`src/rtl/multicycle_control.sv`:
```
// rtl/multicycle_control.sv - Moore FSM sequencer for the multi-cycle RISC-V datapath
module multicycle_control #(
  parameter int TIMEOUT = 15,
  parameter int CNT_W   = 32
) (
  input  logic             clk,
  input  logic             rst_n,
  input  logic [6:0]       Opcode,
  input  logic             MemReady,
  output logic             IorD,
  output logic             MemRead,
  output logic             MemWrite,
  output logic             IRWrite,
  output logic             PCWrite,
  output logic             Branch,
  output logic             PCSource,
  output logic             ALUSrcA,
  output logic [1:0]       ALUSrcB,
  output logic [2:0]       ALUOp,
  output logic             RegWrite,
  output logic             MemtoReg,
  output logic             InstrDone,
  output logic [CNT_W-1:0] InstrCount,
  output logic             Illegal,
  output logic             Timeout
);

  typedef enum logic [3:0] {
    S_RST, S_FETCH, S_DECODE, S_ADDR, S_MEMRD, S_WBMEM,
    S_MEMWR, S_EXEC, S_WBALU, S_BRANCH, S_TRAP
  } state_t;

  localparam logic [7:0] WAIT_LAST = 8'(TIMEOUT - 1);

  state_t           state_q, state_d;
  logic [7:0]       wait_q, wait_d;
  logic [CNT_W-1:0] instr_count_q, instr_count_d;
  logic             illegal_q, illegal_d;
  logic             timeout_q, timeout_d;

  logic is_lb, is_sb, is_r, is_ori, is_bne;
  logic wait_expired;

  assign is_lb  = (Opcode == 7'b0000011);
  assign is_sb  = (Opcode == 7'b0100011);
  assign is_r   = (Opcode == 7'b0110011);
  assign is_ori = (Opcode == 7'b0010011);
  assign is_bne = (Opcode == 7'b1100011);

  // A memory wait faults only if this cycle would be the TIMEOUT-th stall; MemReady beats the limit.
  assign wait_expired = !MemReady && (wait_q == WAIT_LAST);

  assign InstrCount = instr_count_q;
  assign Illegal    = illegal_q;
  assign Timeout    = timeout_q;

  // State, wait counter, retire counter and sticky faults.
  always_ff @(posedge clk or negedge rst_n) begin
    if (!rst_n) begin
      state_q       <= S_RST;
      wait_q        <= '0;
      instr_count_q <= '0;
      illegal_q     <= 1'b0;
      timeout_q     <= 1'b0;
    end else begin
      state_q       <= state_d;
      wait_q        <= wait_d;
      instr_count_q <= instr_count_d;
      illegal_q     <= illegal_d;
      timeout_q     <= timeout_d;
    end
  end

  // Next-state logic; the wait counter only survives a stalled memory cycle.
  always_comb begin
    state_d       = state_q;
    wait_d        = '0;
    illegal_d     = illegal_q;
    timeout_d     = timeout_q;
    instr_count_d = InstrDone ? instr_count_q + CNT_W'(1) : instr_count_q;
    unique case (state_q)
      S_RST:    state_d = S_FETCH;
      S_FETCH, S_MEMRD, S_MEMWR: begin
        if (MemReady) begin
          if (state_q == S_FETCH)      state_d = S_DECODE;
          else if (state_q == S_MEMRD) state_d = S_WBMEM;
          else                         state_d = S_FETCH;
        end else if (wait_expired) begin
          state_d   = S_TRAP;
          timeout_d = 1'b1;
        end else begin
          wait_d = wait_q + 8'd1;
        end
      end
      S_DECODE: begin
        if (is_lb || is_sb)       state_d = S_ADDR;
        else if (is_r || is_ori)  state_d = S_EXEC;
        else if (is_bne)          state_d = S_BRANCH;
        else begin
          state_d   = S_TRAP;
          illegal_d = 1'b1;
        end
      end
      S_ADDR:   state_d = is_lb ? S_MEMRD : S_MEMWR;
      S_WBMEM:  state_d = S_FETCH;
      S_EXEC:   state_d = S_WBALU;
      S_WBALU:  state_d = S_FETCH;
      S_BRANCH: state_d = S_FETCH;
      S_TRAP:   state_d = S_TRAP;
      default:  state_d = S_TRAP;
    endcase
  end

  // Moore strobes decoded from state; memory states also gate on MemReady.
  always_comb begin
    IorD      = 1'b0;
    MemRead   = 1'b0;
    MemWrite  = 1'b0;
    IRWrite   = 1'b0;
    PCWrite   = 1'b0;
    Branch    = 1'b0;
    PCSource  = 1'b0;
    ALUSrcA   = 1'b0;
    ALUSrcB   = 2'b00;
    ALUOp     = 3'b000;
    RegWrite  = 1'b0;
    MemtoReg  = 1'b0;
    InstrDone = 1'b0;
    unique case (state_q)
      S_FETCH: begin
        MemRead = 1'b1;
        ALUSrcB = 2'b01;
        IRWrite = MemReady;
        PCWrite = MemReady;
      end
      S_DECODE: ALUSrcB = 2'b10;
      S_ADDR: begin
        ALUSrcA = 1'b1;
        ALUSrcB = 2'b10;
      end
      S_MEMRD: begin
        IorD    = 1'b1;
        MemRead = 1'b1;
      end
      S_WBMEM: begin
        RegWrite  = 1'b1;
        MemtoReg  = 1'b1;
        InstrDone = 1'b1;
      end
      S_MEMWR: begin
        IorD      = 1'b1;
        MemWrite  = 1'b1;
        InstrDone = MemReady;
      end
      S_EXEC: begin
        ALUSrcA = 1'b1;
        if (is_r) begin
          ALUSrcB = 2'b00;
          ALUOp   = 3'b010;
        end else begin
          ALUSrcB = 2'b10;
          ALUOp   = 3'b011;
        end
      end
      S_WBALU: begin
        RegWrite  = 1'b1;
        InstrDone = 1'b1;
      end
      S_BRANCH: begin
        ALUSrcA   = 1'b1;
        ALUOp     = 3'b001;
        Branch    = 1'b1;
        PCSource  = 1'b1;
        InstrDone = 1'b1;
      end
      default: ;
    endcase
  end

endmodule

```
`config.mk`:
```
export PLATFORM = sky130hd
export DESIGN_NAME = multicycle_control
export DESIGN_NICKNAME = d
export VERILOG_FILES = /design/src/rtl/multicycle_control.sv
export SDC_FILE = /design/constraint.sdc
export NUM_CORES = 1
export LEC_CHECK = 0
export CORE_ASPECT_RATIO = 0.8
export CORE_MARGIN = 1
export CORE_UTILIZATION = 33
export CTS_CLUSTER_SIZE = 10
export DETAILED_ROUTE_END_ITERATION = 7
export DONT_BUFFER_PORTS = 1
export HOLD_SLACK_MARGIN = 0.03
export SYNTH_ARGS = -nofsm -noshare
export SYNTH_HDL_FRONTEND = slang
export SYNTH_SLANG_ARGS = --single-unit
```
`constraint.sdc`:
```
create_clock -name clk -period 2.35 [get_ports clk]
set_input_delay 0.235 -clock clk [delete_from_list [all_inputs] [get_ports clk]]
set_output_delay 0.235 -clock clk [all_outputs]
set_load 0.1 [all_outputs]
```
# [Word level (Yosys, flattened, before mapping)]
# Cells that the tools add are included.
[op_classes] eq_ne=16 n_reduce_logical=15 mux=25 n_bitwise=4 add_sub_neg=2
[op_table] op="$add 32x1->32 const B" count=1
[op_table] op="$mux 8" count=3
[op_table] op="$pmux 4 s5" count=1
[op_table] op="$eq 4x3->1 const B" count=4
[op_table] op="$mux 4" count=4
[op_table] op="$eq 7x6->1 const B" count=2
[op_table] op="$mux 1" count=9
[op_table] op="$reduce_or 3->1" count=3
[op_table] op="$add 8x1->8 const B" count=1
[op_table] op="$eq 4x2->1 const B" count=2
[op_table] op="$eq 4x4->1 const B" count=2
[op_table] op="$eq 8x4->1 const B" count=1
[op_table] op="$reduce_or 2->1" count=4
[op_table] op="$eq 7x2->1 const B" count=1
[op_table] op="$eq 7x5->1 const B" count=1
[op_table] op="$eq 7x7->1 const B" count=1
[op_table] op="$mux 2" count=3
[op_table] op="$mux 3" count=2
[op_table] op="$pmux 2 s3" count=1
[op_table] op="$eq 4x1->1 const B" count=1
[op_table] op="$logic_not 4->1" count=1
[op_table] op="$not 1->1" count=4
[op_table] op="$pmux 2 s2" count=1
[op_table] op="$reduce_and 4->1" count=1
[op_table] op="7 further kinds" count=8
[word_totals] input_bits=10 wordCells=67 out_inout_bits=50 reg_bits=46

# [Logic depth before layout (Yosys ltp)]
[logic_depth] depth_word=5 mapped_depth=8 mapped_depth_nobuf=7

# [Worst setup path before layout]
# Ideal clock, no wire load.
[synth_timing] kind="flip-flop to output port" startpoint="reg state_q[1]" endpoint="out ALUOp[0]" path_stages_with_launch=5 t_arrival_ns=3.736 path_buffers=1 slack_ns=-1.621 required_time_ns=2.115 cell_sequence="dfrtp_1 buf_6 nand2b_1 nor3b_1 or2_2"
[synth_via] elab_chain_cells=2 word_cells_on_any_way=3 classes_between="2 x eq/ne; 1 x mux"
[synth_rtl] element="from (decl)" line="35" source="state_t state_q, state_d;"
[synth_rtl] element="from (signal assigned)" line="66" source="state_q <= state_d;"
[synth_rtl] element="$eq 4x4->1 or $eq 4x3->1 (tied branches)" line="129" source="unique case (state_q)"
[synth_rtl] element="$pmux 2 s2 *" line="129"
[synth_rtl] element="to (decl)" line="19" source="output logic [2:0] ALUOp,"
# Mark *: on every way between the ends. The rest lies on a longest branch, timed or not.

# [Worst setup path in the final report]
[layout_timing] startpoint="reg state_q[0]" endpoint="out MemRead"
[layout_via] elab_chain_cells=3 word_cells_on_any_way=4 classes_between="2 x eq/ne; 1 x mux; 1 x reduce/logical"
[layout_rtl] element="$eq 4x1->1 or $eq 4x3->1 (tied branches)" line="129"
[layout_rtl] element="$reduce_or 2->1 (no source line) *"
[layout_rtl] element="$mux 1 *" line="129"
[layout_rtl] element="to (decl)" line="11" source="output logic MemRead,"
# Marks and branches as above.

==> impl_metrics.toml <==
[timing]
grt_setup_unrepaired = "no"
final_critical_path_setup_slack_ns = 0.230
report.final.slew_viol_count = 0
report.final.hold_viol_count = 0
fin_skew_ns = 0.00561
finalSetupViolCount = 0
post-route-period-util_pct = 90.2
timing_worst_slew_pin_value_ns = 0.905
final_worst_path_period_need_ns = 2.12
fmaxAchievable_mhz = 472
max_slew_headroom_pct = 39.6

[flow_run]
maxCapViolations = 0

[power]
vdd_ir_drop_max_uv = 768
intPower_uw = 1690
power_frac_seq_pct = 27.3
clkPwrFrac_pct = 13.9
power_per_cell_area_nw_per_um2 = 1160
swShare_pct = 53.3
switching_power_uw = 1920
comb_power_share_pct = 58.7
report.power.total_uw = 3610
power.leakage_uw = 0.00142

[routing]
ant_nets = 0
wire_length_after_detailed_routing_um = 5430
drt_iter0_drc = 96
routed_wire_length_per_instance_um = 14.1
drt_drc_violations_left = 1
detail_route.vias_per_cell = 4.98
dr_total_vias = 1918
detailedRoute.firstPassIterationCount = 7

[synth]
count_of_yosys_warnings_during_synthesis = 0
synth_xor_area_share_pct = 13.0
post_synth_fa_ha_maj_area_fraction_pct = 1.54
postSynthRegisterBits = 46
synth_cell_type_count = 48
synth_top_flop_cell = "dfrtp_1"
syn_area_per_cell_sq_um = 9.88
dominant_combinational_cell_family_by_area_after_synthesis = "simple AND/OR/NAND/NOR gates"
yosys-mux-area-fraction_pct = 0.463
edff_count_synth = 0
top_area_cell_type_share_of_the_netlist_area_pct = 47.3
synth_nets = 259
yosys.area.top_type = "dfrtp_1"
seq_area_frac_synth_pct = 47.3
synthSimpleGateAreaFrac_pct = 25.6
synth_compound_area_share_pct = 7.36
synth.area.top_cells = "dfrtp_1 (47%), xor2_1 (6.8%), xnor2_1 (6.1%), nor2_1 (4.5%), nand2_1 (2.6%)"
asyncSetResetFlopFracSynth_pct = 100
post-synth-top-count-cell = "dfrtp_1"
syn_inst = 246
synthesis.area_sq_um = 2430
netlist_top_cells_count = "dfrtp_1 (46), nor2_1 (29), xor2_1 (19), nand2_1 (17), xnor2_1 (17)"

[global_routing]
maximum_number_of_pins_on_one_net_before_global_route_repair = 47
number_of_antenna_violations_at_the_first_check_in_global_routing = 0
grt.met3_usage_pct = 3.79
busiest_layer = "met2"
grt_util_met1_pct = 20.6
track_usage_pct = 14.8
leftover_overflow_at_the_end_of_global_routing = 0
grt_pass1_wl_um = 9160
grt_pass1_vias = 1861
grt_util_met2_pct = 22.8

[floorplan]
num_io_pins = 60
die_outline_width_um = 98.0
die-height_um = 78.8
placementRows = 27
floorplan.initialDensity_pct = 34.8
core_region_area_sq_um = 6990
fp.dieArea_sq_um = 7720

[place]
detailed_place_hpwl_um = 4060
gp_routability_congestion = 0.878
place_ws_ns = 0.323
buffer_ports.inserted = 0
dpl-instance-area_sq_um = 2990

[finish]
n_antenna_cell = 0
final_layout_size_suffix_gt1_share_pct = 30.5
design_area_sq_um = 3120
num-nets-final = 310
flow.area_growth_from_synthesis_pct = 28.4

[min_path]
worst_hold_path.num_cells = 2
hold_path_class = "in2reg"
hold_start = "MemReady"
min_to = "state_q[2]"

[clock_network]
cts.repair_timing.setup_buffer_count = 0
cts_made_buffers = 5
cts.htree.levels = 2
clock_edge_transition_at_the_registers_on_the_reported_setup_and_hold_paths_ns = 0.09
clk_root_buffer_cell = "clkbuf_8"
tritoncts_num_sinks = 46
clkLatencyLatePin_ns = 0.29
clk_path_buf_depth = 2
cts_tree = "done"

[worst_setup_path]
timing.critical_path.fanout_max = 8
timing.critical_path.max_delay_family = "simple AND/OR/NAND/NOR gates"
critPathMaxStageDelay_ns = 0.49
required_time_worst_endpoint_ns = 2.12
timing.reg2reg.setup_slack_ns = 0.36
timing.critical_path.cells = "nand2b_2 > or3_1 > clkinvlp_4 > or2_2 > buf_12"
critPathSlowestCell = "dfrtp_1"
worst-setup-path-type = "reg2out"
regToRegEndpoint = "state_q[0]"
rr_worst_depth = 7
timing.critical_path.arrival_ns = 1.88
critical_path.n_buffers_inverters = 2
r2r_start = "wait_q[0]"
timing.critical_path.from_type = "flop"
endpoint_kind = "output port"

[status]
failed_checks = "DRC"
outcome = "finished with violations"
[how the worst max path moves through the flow]
stage / end / cells past startpoint / startpoint
4_1_cts: ALUSrcB[1] / 5 / state_q[2]
3_5_place_dp: InstrCount[21] / 5 / state_q[2]
2_1_floorplan: ALUOp[0] / 4 / state_q[1]
5_1_grt: ALUSrcB[1] / 5 / state_q[2]
3_3_place_gp: InstrCount[21] / 5 / state_q[2]
6_report: MemRead / 5 / state_q[0]
[flip-flops by register name, indices dropped and copies added, names as in the netlist]
name and flops:
wait_q 8, Timeout 1, state_q 4, Illegal 1, InstrCount 32
[cell type report]
| type | count | area [sq um] |
|---|---|---|
| Timing Repair Buffer | 55 | 505 |
| Clock buffer | 6 | 82.6 |
| Tap cell | 87 | 109 |
| Multi-Input combinational cell | 177 | 1200 |
| Sequential cell | 46 | 1160 |
| Inverter | 12 | 48.8 |
| Fill cell | 656 | 3870 |
| Clock inverter | 2 | 12.5 |
[layout by cell type (no fill, tap or decap), drive strengths merged, types with 2 or more instances in the layout]
master    Yosys  final
buf           7     54
dfrtp        46     46
nor2         29     29
xor2         19     19
nand2        17     17
xnor2        17     17
nand3        12     12
inv          12     11
nor3         11     11
nand4        10     10
o21ai         7      7
clkbuf        4      6
nand2b        5      5
and2          5      5
or2           4      4
nor4          4      4
and4          3      3
ha            3      3
nor3b         3      3
a21oi         3      3
or3           2      2
clkinvlp      0      2
and3          2      2
a22o          2      2
[worst register-to-register path, cell delays in order, from the launching register on]
cell and delay, ns:
dfrtp_1 0.43, inv_1 0.07, ha_1 0.12, or4b_1 0.42, nor3b_1 0.24, or2_2 0.28
a22o_1 0.20, nand4b_1 0.10
[metrics by stage]
| step | utilization [%] | instances | hold slack, ns | setup TNS, ns |
|---|---|---|---|---|
| global route | 44.6 | 385 | 0.101 | 0 |
| global placement | 42.7 | 375 | -0.0584 | 0 |
| CTS | 44.6 | 385 | 0.100 | 0 |
| detailed placement | 42.7 | 375 | -0.0591 | 0 |
| floorplan | - | 246 | -0.0606 | -0.0558 |
| finish | 44.6 | 385 | 0.104 | 0 |
[cells by family after synthesis]
| family | after synthesis |
|---|---|
| AOI/OAI and AO/OA | 23 |
| xor gates and xnor gates | 36 |
| adders and majority gates | 3 |
| buffers and inverters | 23 |
| DFF | 46 |
| muxes | 1 |
| other | 1 |
| and+or+nand+nor | 113 |
[power by group through the flow]
stage | clock (uW) | combinational [uW] | sequential [uW]
floorplan | 0 | 1280 | 1350
global placement | 0 | 2090 | 996
detailed placement | 0 | 2100 | 998
CTS | 522 | 2120 | 982
global route | 552 | 2230 | 1000
finish | 503 | 2120 | 986
[routing by layer]
layer  share of wire (%)  routed length (um)
met1                  49                2670
met2                  43                2360
met3                 6.4                 348
met4                 1.1                  61
met5                   0                   0
[what timing repair did]
action                                 4_1_cts  5_1_grt
setup endpoints to repair                    0        2
hold buffers                                 2        0
gates resized for setup                      0        1
endpoints found under the hold margin       46        0
(Power assumes the default switching activity.)
